<file path="config.mk">
export PLATFORM = sky130hd
export DESIGN_NAME = smg_display_ctrlmod_flat
export DESIGN_NICKNAME = d
export VERILOG_FILES = /design/src/rtl/smg_display_ctrlmod_if.sv /design/src/rtl/smg_display_ctrlmod.sv /design/src/flat_wrapper.sv
export SDC_FILE = /design/constraint.sdc
export NUM_CORES = 1
export LEC_CHECK = 0
export BUFFER_PORTS_ARGS = -buffer_cell sky130_fd_sc_hd__buf_2
export CORE_ASPECT_RATIO = 1.1
export CORE_UTILIZATION = 29
export CTS_BUF_LIST = sky130_fd_sc_hd__clkbuf_8 sky130_fd_sc_hd__clkbuf_16
export CTS_CLUSTER_SIZE = 25
export DETAILED_ROUTE_END_ITERATION = 16
export PLACE_DENSITY_LB_ADDON = 0.08
export SETUP_SLACK_MARGIN = 0.02
export SLEW_MARGIN = 15
export SYNTH_ARGS = -nofsm -noshare
export SYNTH_HDL_FRONTEND = slang
export SYNTH_SLANG_ARGS = --single-unit
</file>
<file path="constraint.sdc">
create_clock -name CLOCK -period 2.4 [get_ports CLOCK]
set_input_delay 0.24 -clock CLOCK [delete_from_list [all_inputs] [get_ports CLOCK]]
set_output_delay 0.24 -clock CLOCK [all_outputs]
set_load 0.01 [all_outputs]
</file>
<file path="src/rtl/smg_display_ctrlmod_if.sv">
// Bundle of the display controller's data and request signals.
// The slave modport is the controller's view; the master modport is the
// view of whatever drives the requests and consumes the display word.
interface smg_display_ctrlmod_if;
    logic [23:0] iTime;
    logic [23:0] iAlarm;
    logic        iAlarmReq;
    logic        iEditEn;
    logic [1:0]  iEditField;
    logic [23:0] iEditData;
    logic [23:0] oData;
    logic [1:0]  oMode;
    logic        oAlarmAck;

    modport slave (
        input  iTime, iAlarm, iAlarmReq, iEditEn, iEditField, iEditData,
        output oData, oMode, oAlarmAck
    );

    modport master (
        output iTime, iAlarm, iAlarmReq, iEditEn, iEditField, iEditData,
        input  oData, oMode, oAlarmAck
    );
endinterface

</file>
<file path="src/rtl/smg_display_ctrlmod.sv">
// Seven-segment display view controller: selects between current time,
// alarm setting (held for SHOW_CYC cycles) and an edit view in which the
// selected digit pair blinks. All outputs are registered.
module smg_display_ctrlmod #(
    parameter int SHOW_CYC   = 150000000,
    parameter int BLINK_HALF = 12500000
) (
    input  logic                     CLOCK,
    input  logic                     RESET,
    smg_display_ctrlmod_if.slave     bus
);

    localparam int MAXP = (SHOW_CYC > BLINK_HALF) ? SHOW_CYC : BLINK_HALF;
    localparam int CW   = (MAXP > 1) ? $clog2(MAXP) : 1;
    localparam logic [CW-1:0] HOLD_LAST  = CW'(SHOW_CYC - 1);
    localparam logic [CW-1:0] BLINK_LAST = CW'(BLINK_HALF - 1);

    // Encoding doubles as the oMode value.
    typedef enum logic [1:0] {
        ST_TIME  = 2'd0,
        ST_ALARM = 2'd1,
        ST_EDIT  = 2'd2
    } state_t;

    // Phase bit: 0 = digits visible, 1 = selected pair blanked.
    localparam logic PH_VISIBLE = 1'b0;

    state_t          r_state;
    logic [CW-1:0]   r_hold;
    logic [CW-1:0]   r_bcnt;
    logic            r_phase;
    logic [23:0]     r_data;
    logic            r_ack;

    state_t          w_nxt;
    logic [CW-1:0]   w_hold_nxt;
    logic [CW-1:0]   w_bcnt_nxt;
    logic            w_phase_nxt;
    logic            w_ack;
    logic [23:0]     w_mask;
    logic [23:0]     w_data;

    // Next-state, counter and ack decode; edit beats alarm beats time.
    always_comb begin
        w_nxt       = ST_TIME;
        w_hold_nxt  = '0;
        w_bcnt_nxt  = '0;
        w_phase_nxt = PH_VISIBLE;
        w_ack       = 1'b0;
        if (bus.iEditEn) begin
            w_nxt = ST_EDIT;
            // Entering edit restarts the blink at visible; staying advances it.
            if (r_state == ST_EDIT) begin
                if (r_bcnt == BLINK_LAST) begin
                    w_bcnt_nxt  = '0;
                    w_phase_nxt = ~r_phase;
                end else begin
                    w_bcnt_nxt  = r_bcnt + 1'b1;
                    w_phase_nxt = r_phase;
                end
            end
        end else if (r_state == ST_EDIT) begin
            // Leaving edit always lands in time view; a pending alarm
            // request this cycle is dropped, not queued.
            w_nxt = ST_TIME;
        end else if (bus.iAlarmReq) begin
            // Accept or retrigger: hold restarts from zero.
            w_nxt = ST_ALARM;
            w_ack = 1'b1;
        end else if (r_state == ST_ALARM) begin
            if (r_hold == HOLD_LAST) begin
                w_nxt = ST_TIME;
            end else begin
                w_nxt      = ST_ALARM;
                w_hold_nxt = r_hold + 1'b1;
            end
        end
    end

    // Nibble mask of the pair chosen for blinking (field 3 selects none).
    always_comb begin
        w_mask = 24'h000000;
        case (bus.iEditField)
            2'd0:    w_mask = 24'h0000FF;
            2'd1:    w_mask = 24'h00FF00;
            2'd2:    w_mask = 24'hFF0000;
            default: w_mask = 24'h000000;
        endcase
    end

    // Display word source follows the next state so data and mode move together.
    always_comb begin
        w_data = bus.iTime;
        case (w_nxt)
            ST_ALARM: w_data = bus.iAlarm;
            ST_EDIT:  w_data = (w_phase_nxt != PH_VISIBLE) ? (bus.iEditData | w_mask)
                                                           : bus.iEditData;
            default:  w_data = bus.iTime;
        endcase
    end

    // State, counters and registered outputs.
    always_ff @(posedge CLOCK or posedge RESET) begin
        if (RESET) begin
            r_state <= ST_TIME;
            r_hold  <= '0;
            r_bcnt  <= '0;
            r_phase <= PH_VISIBLE;
            r_data  <= 24'h000000;
            r_ack   <= 1'b0;
        end else begin
            r_state <= w_nxt;
            r_hold  <= w_hold_nxt;
            r_bcnt  <= w_bcnt_nxt;
            r_phase <= w_phase_nxt;
            r_data  <= w_data;
            r_ack   <= w_ack;
        end
    end

    assign bus.oData     = r_data;
    assign bus.oMode     = r_state;
    assign bus.oAlarmAck = r_ack;

endmodule

</file>
<file path="src/flat_wrapper.sv">
// flat-port wrapper written by rule: the top's interface ports become plain ports
module smg_display_ctrlmod_flat 
#(
    parameter int SHOW_CYC   = 150000000,
    parameter int BLINK_HALF = 12500000
)
  (CLOCK, RESET, bus_iTime, bus_iAlarm, bus_iAlarmReq, bus_iEditEn, bus_iEditField, bus_iEditData, bus_oData, bus_oMode, bus_oAlarmAck);
  smg_display_ctrlmod_if bus_i ();
  input  logic CLOCK;
  input  logic RESET;
  input wire logic [$bits(bus_i.iTime)-1:0] bus_iTime;
  input wire logic [$bits(bus_i.iAlarm)-1:0] bus_iAlarm;
  input wire logic [$bits(bus_i.iAlarmReq)-1:0] bus_iAlarmReq;
  input wire logic [$bits(bus_i.iEditEn)-1:0] bus_iEditEn;
  input wire logic [$bits(bus_i.iEditField)-1:0] bus_iEditField;
  input wire logic [$bits(bus_i.iEditData)-1:0] bus_iEditData;
  output wire logic [$bits(bus_i.oData)-1:0] bus_oData;
  output wire logic [$bits(bus_i.oMode)-1:0] bus_oMode;
  output wire logic [$bits(bus_i.oAlarmAck)-1:0] bus_oAlarmAck;
  assign bus_i.iTime = bus_iTime;
  assign bus_i.iAlarm = bus_iAlarm;
  assign bus_i.iAlarmReq = bus_iAlarmReq;
  assign bus_i.iEditEn = bus_iEditEn;
  assign bus_i.iEditField = bus_iEditField;
  assign bus_i.iEditData = bus_iEditData;
  assign bus_oData = bus_i.oData;
  assign bus_oMode = bus_i.oMode;
  assign bus_oAlarmAck = bus_i.oAlarmAck;
  smg_display_ctrlmod #(.SHOW_CYC(SHOW_CYC), .BLINK_HALF(BLINK_HALF)) u_core (.CLOCK(CLOCK), .RESET(RESET), .bus(bus_i));
endmodule
</file>
# ---- After elaboration in Yosys (flattened, before gate mapping)
# Cells that the tools add are included.
dict set report classes {
  reduce_logical 1
  n_addsub 2
  eq_ne 8
  bitwise 2
  mux 22
}
# cell count
set op_table {}
lappend op_table {{28-bit two-way mux} 8}
lappend op_table {{24-bit case mux with 3 select lines} 1}
lappend op_table {{28-bit by 1-bit adder with 28-bit output (second input constant)} 2}
lappend op_table {{24-bit case mux with 2 select lines} 1}
lappend op_table {{28-bit by 24-bit == test with 1-bit output (second input constant)} 1}
lappend op_table {{28-bit == test (second input constant)} 1}
lappend op_table {{24-bit two-way mux} 1}
lappend op_table {{24-bit OR} 1}
lappend op_table {{2-bit two-way mux} 4}
lappend op_table {{1-bit two-way mux} 7}
lappend op_table {{2-bit by 1-bit == test with 1-bit output (second input constant)} 3}
lappend op_table {{2-bit == test (second input constant)} 3}
lappend op_table {{2-bit logical NOT} 1}
lappend op_table {{1-bit NOT} 1}
dict set report totals {
  ff_bits 84
  out_inout_bits 27
  word_cells 41
}

# ---- Longest topological paths before layout
dict set report logic_depth {
  ltp_word 8
  ltp_mapped 7
  depth_no_buf 6
}

# ---- Worst setup path before layout
# OpenSTA, ideal clock, no wires.
dict set report synth_timing {
  kind {register -> register}
  startpoint {register u_core.r_hold[10]}
  endpoint {register u_core.r_data[0], in the netlist u_core.bus.oData[0]}
  setup_ns 0.090
  path_buffers 1
  t_arrival_ns 1.936
  stages_incl_launch_ff 7
  synth_period_minus_slack_ns 2.026
  t_required_ns 2.310
  path_slack_ns 0.374
  cell_sequence {dfrtp_1 > or4b_4 > nor4_4 > nand4_2 > a211o_1 > buf_6 > o2111ai_1}
}
dict set report synth_via {
  elab_chain_cells 8
}
# item line
set synth_rtl {}
lappend synth_rtl {{from (decl)} smg_display_ctrlmod.sv:29} ;# logic [CW-1:0] r_hold;
lappend synth_rtl {{from (signal assigned)} smg_display_ctrlmod.sv:113} ;# r_hold <= w_hold_nxt;
lappend synth_rtl {{28-bit == test (*)} smg_display_ctrlmod.sv:71} ;# if (r_hold == HOLD_LAST) begin
lappend synth_rtl {{1-bit two-way mux (*)} smg_display_ctrlmod.sv:71}
lappend synth_rtl {{2-bit two-way mux (*)} smg_display_ctrlmod.sv:70} ;# end else if (r_state == ST_ALARM) begin
lappend synth_rtl {{2-bit two-way mux (*)} smg_display_ctrlmod.sv:66} ;# end else if (bus.iAlarmReq) begin
lappend synth_rtl {{2-bit two-way mux (*)} smg_display_ctrlmod.sv:62} ;# end else if (r_state == ST_EDIT) begin
lappend synth_rtl {{2-bit two-way mux (*)} smg_display_ctrlmod.sv:50} ;# if (bus.iEditEn) begin
lappend synth_rtl {{2-bit == test or 2-bit by 1-bit == test with 1-bit output (tied branches)} smg_display_ctrlmod.sv:94} ;# case (w_nxt)
lappend synth_rtl {{24-bit case mux with 2 select lines (*)} smg_display_ctrlmod.sv:94}
lappend synth_rtl {{via u_core.w_data[0]} smg_display_ctrlmod.sv:41} ;# logic [23:0] w_data;
lappend synth_rtl {{to (signal assigned)} smg_display_ctrlmod.sv:116} ;# r_data <= w_data;
lappend synth_rtl {{to (decl)} smg_display_ctrlmod.sv:32} ;# logic [23:0] r_data;
# The timed path passes the listed nets; every way through them passes the cells marked *.

# ---- Worst setup path in the final report
dict set report layout_timing {
  startpoint {register u_core.r_hold[10]}
  endpoint {register u_core.r_data[4], in the netlist u_core.bus.oData[4]}
}
# The elaborated chain is that of the path after synthesis.

==> run summary <==
Area grow syn2layout -> 27.4%
CORE AREA -> 14,400 µm²
Clk slew on worst S/H paths -> 0.06 ns
Seq/Total Area, Yosys -> 49.1%
Skew final -> 0.00733 ns
Post-Route WL -> 11,200 µm
Pin count of the biggest net entering global routing -> 31
Worst Tran Pin Value -> 0.691 ns
Sink Count -> 84
Commonest non-fill, non-tap cell in the layout -> buf_2
Final Hold Vio Count -> 0
Synth Instances -> 451
Skew-Pair Late Insertion Delay -> 0.34 ns
Worst Reg-to-Reg Cells -> 6
TritonCTS clock tree -> built
Post-Syn Area -> 4280 µm²
Largest fanout on the critical path -> 24
Clock network fraction of total power -> 43.7%
Crit path launch type -> register
CP Capture Type -> register
Result of the run -> finished clean
Final hold slack -> 0.00278 ns
Post-synth EDFFs -> 0
Worst Path Required -> 2.65 ns
Slew Limit Fails -> 0
# port buffers -> 104
Number of max-cap violations -> 0
Launch point of the worst reg-to-reg path -> u_core.r_hold[10]
Die ar. -> 15,200 µm²
Final Worst Setup Slack -> 0.176 ns
Top-level I/O count -> 105
Logic pwr share -> 9.6%
Width of the die -> 118 µm
Vias -> 3,693
First-pass GRT wire length -> 18,900 µm
Residual DRC -> 0
YS warnings -> 0
Post-DR wirelength/cell -> 14.7 µm
TritonCTS Buffers -> 9
Fillers -> 1,506
Critical path origin -> u_core.r_hold[10]
CTS root buffer -> clkbuf_16
RSZ-0062 raised after global routing -> no
Setup TNS -> 0 ns
Final setup viols -> 0
Pwr/cell area -> 580 nW/µm²
Max_slew headroom -> 53.9%
Grt total ovfl -> 0
Initial Utilization -> 29.7%
Peak supply drop -> 0.259 mV
Core Rows -> 46
Switching Share -> 23.1%
Register-to-register setup slack -> 0.18 ns
WS Path Type -> reg2reg
Die height -> 129 µm
Critical path endpoint -> u_core.bus.oData[4]
Initial antenna violation count -> 0
Period minus WS final -> 2.22 ns
Share of cells above drive strength 1 -> 25.5%
Post-route insts no fill -> 765
Worst reg2reg endpoint -> u_core.bus.oData[4]
Hold Crit Class -> in2async
Placed cell count -> 749
DRT Pass-1 Iters -> 4
Max Clk Rate -> 0.450 GHz
Vias in the first global route -> 3,776
WP data arrival -> 2.47 ns
Main synth FF type -> dfrtp_1
DR iter-0 viols -> 81
H-tree levels -> 3
Gpl congestion -> 0.712
All-Layer GR Usage -> 15.6%
# diodes -> 0
Internal power -> 0.00243 W
Detailed placement HPWL -> 8000 µm
Final worst path period share -> 92.7%
Post-route ant nets -> 0
Commonest non-fill, non-tap cells in the layout -> buf_2, dfrtp_1, nor2_1
Syn Area/Cell -> 9.49 µm²
Vias per cell -> 4.83
Bufs on Longest Clock Path -> 2
Flops & latches, synth -> 84
Fraction of registers with async set/reset -> 100%
Leak -> 2.34 nW
Place WS -> 0.119 ns
Nets@finish -> 648
NetSw -> 0.000731 W
Net Count, Synth -> 531
Yosys cell types -> 37
Sequential share of power -> 46.7%
## how the worst min path moves through the flow
stage / end / slack, ns / cells after the start
2_1_floorplan: u_core.bus.oMode[1] / 0.27 / 0
3_3_place_gp: u_core.r_hold[16] / 0.40 / 2
3_5_place_dp: u_core.r_hold[17] / 0.40 / 2
4_1_cts: u_core.r_hold[17] / 0.03 / 2
5_1_grt: u_core.r_hold[22] / 0.07 / 2
6_report: u_core.r_hold[22] / 0.003 / 2
## synthesized netlist by cell type (2+ instances only)
| cell | count | area [µm²] |
|---|---|---|
| nand3_1 | 16 | 80.1 |
| nor3b_1 | 3 | 22.5 |
| nor2_1 | 66 | 248 |
| nor4bb_1 | 2 | 20.0 |
| xnor2_1 | 39 | 342 |
| nand2_1 | 40 | 150 |
| o2111ai_1 | 24 | 210 |
| nor3_1 | 20 | 100 |
| and3_1 | 6 | 37.5 |
| nor2b_1 | 2 | 12.5 |
| dfrtp_1 | 84 | 2100 |
| o21ai_1 | 3 | 15.0 |
| buf_1 | 2 | 7.51 |
| or4_1 | 2 | 15.0 |
| a22oi_1 | 24 | 180 |
| inv_1 | 37 | 139 |
| nor4_1 | 14 | 87.6 |
| and4_1 | 8 | 70.1 |
| nand4_1 | 14 | 87.6 |
| xor2_1 | 13 | 114 |
| and3b_1 | 2 | 17.5 |
| buf_6 | 2 | 22.5 |
| clkbuf_1 | 11 | 41.3 |
| buf_2 | 2 | 10.0 |
| ha_1 | 2 | 25.0 |
| a21boi_0 | 2 | 15.0 |
## stage by stage
stage,power [W],area (µm²),util [%]
3_3_place_gp,0.00181,5140,35.7
5_1_grt,0.00330,5450,37.9
2_1_floorplan,0.00165,4280,-
4_1_cts,0.00322,5440,37.8
6_report,0.00316,5450,37.9
3_5_place_dp,0.00181,5140,35.7
## what timing repair did
action,CTS,global route
hold endpoints to repair,0,0
setup endpoints to repair,0,13
hold buffers,0,0
buffers inserted,0,0
gates resized for setup,0,1
## area by class of cell
| cell class | count | area, µm² | area share (%) |
|---|---|---|---|
| Clock inverter | 2 | 7.51 | 0.138 |
| Timing Repair Buffer | 123 | 688 | 12.6 |
| Multi-Input combinational cell | 313 | 1970 | 36.2 |
| Sequential cell | 84 | 2100 | 38.6 |
| Inverter | 37 | 143 | 2.62 |
| Tap cell | 192 | 240 | 4.41 |
| Clock buffer | 14 | 294 | 5.40 |
## worst max-delay path, cell delays in order, from the launching register on
cell and delay (ns):
dfrtp_1 0.42, or4b_4 0.57, nor4_4 0.20, nand4_2 0.16, a211o_1 0.32, buf_4 0.23, o2111ai_1 0.22
## metal layers
layer  vias to the layer above  routed length (µm)  global-route usage [%]
met1                      1741                5200                    20.1
met3                        11                 751                    4.31
met2                       121                5090                    24.5
met5                         -                   0                       0
met4                         0                 193                    7.24
li1                       1820                   -                       -
## cell families after synthesis
kind of cell	count (synthesis)	share of synthesized area [%]
xor+xnor	52	10.6
simple gates	201	23.7
buf+inv	54	5.15
fa+ha+maj	2	0.585
compound gates	58	10.8
flops	84	49.1
## state kept, by name, indices dropped and copies added (netlist names)
register,flops
u_core.r_phase,1
u_core.r_bcnt,28
u_core.bus.oData,24
u_core.bus.oMode,2
u_core.r_hold,28
u_core.bus.oAlarmAck,1
## power by group through the flow
stage                     logic [W]  clock network [W]  registers, W
after global routing       0.000341            0.00148       0.00148
after CTS                  0.000311            0.00144       0.00148
after detailed placement   0.000310                  0       0.00150
after global placement     0.000308                  0       0.00150
after floorplan            0.000122                  0       0.00153
final                      0.000304            0.00138       0.00148
No activity file was read; power rests on OpenSTA's default activity.
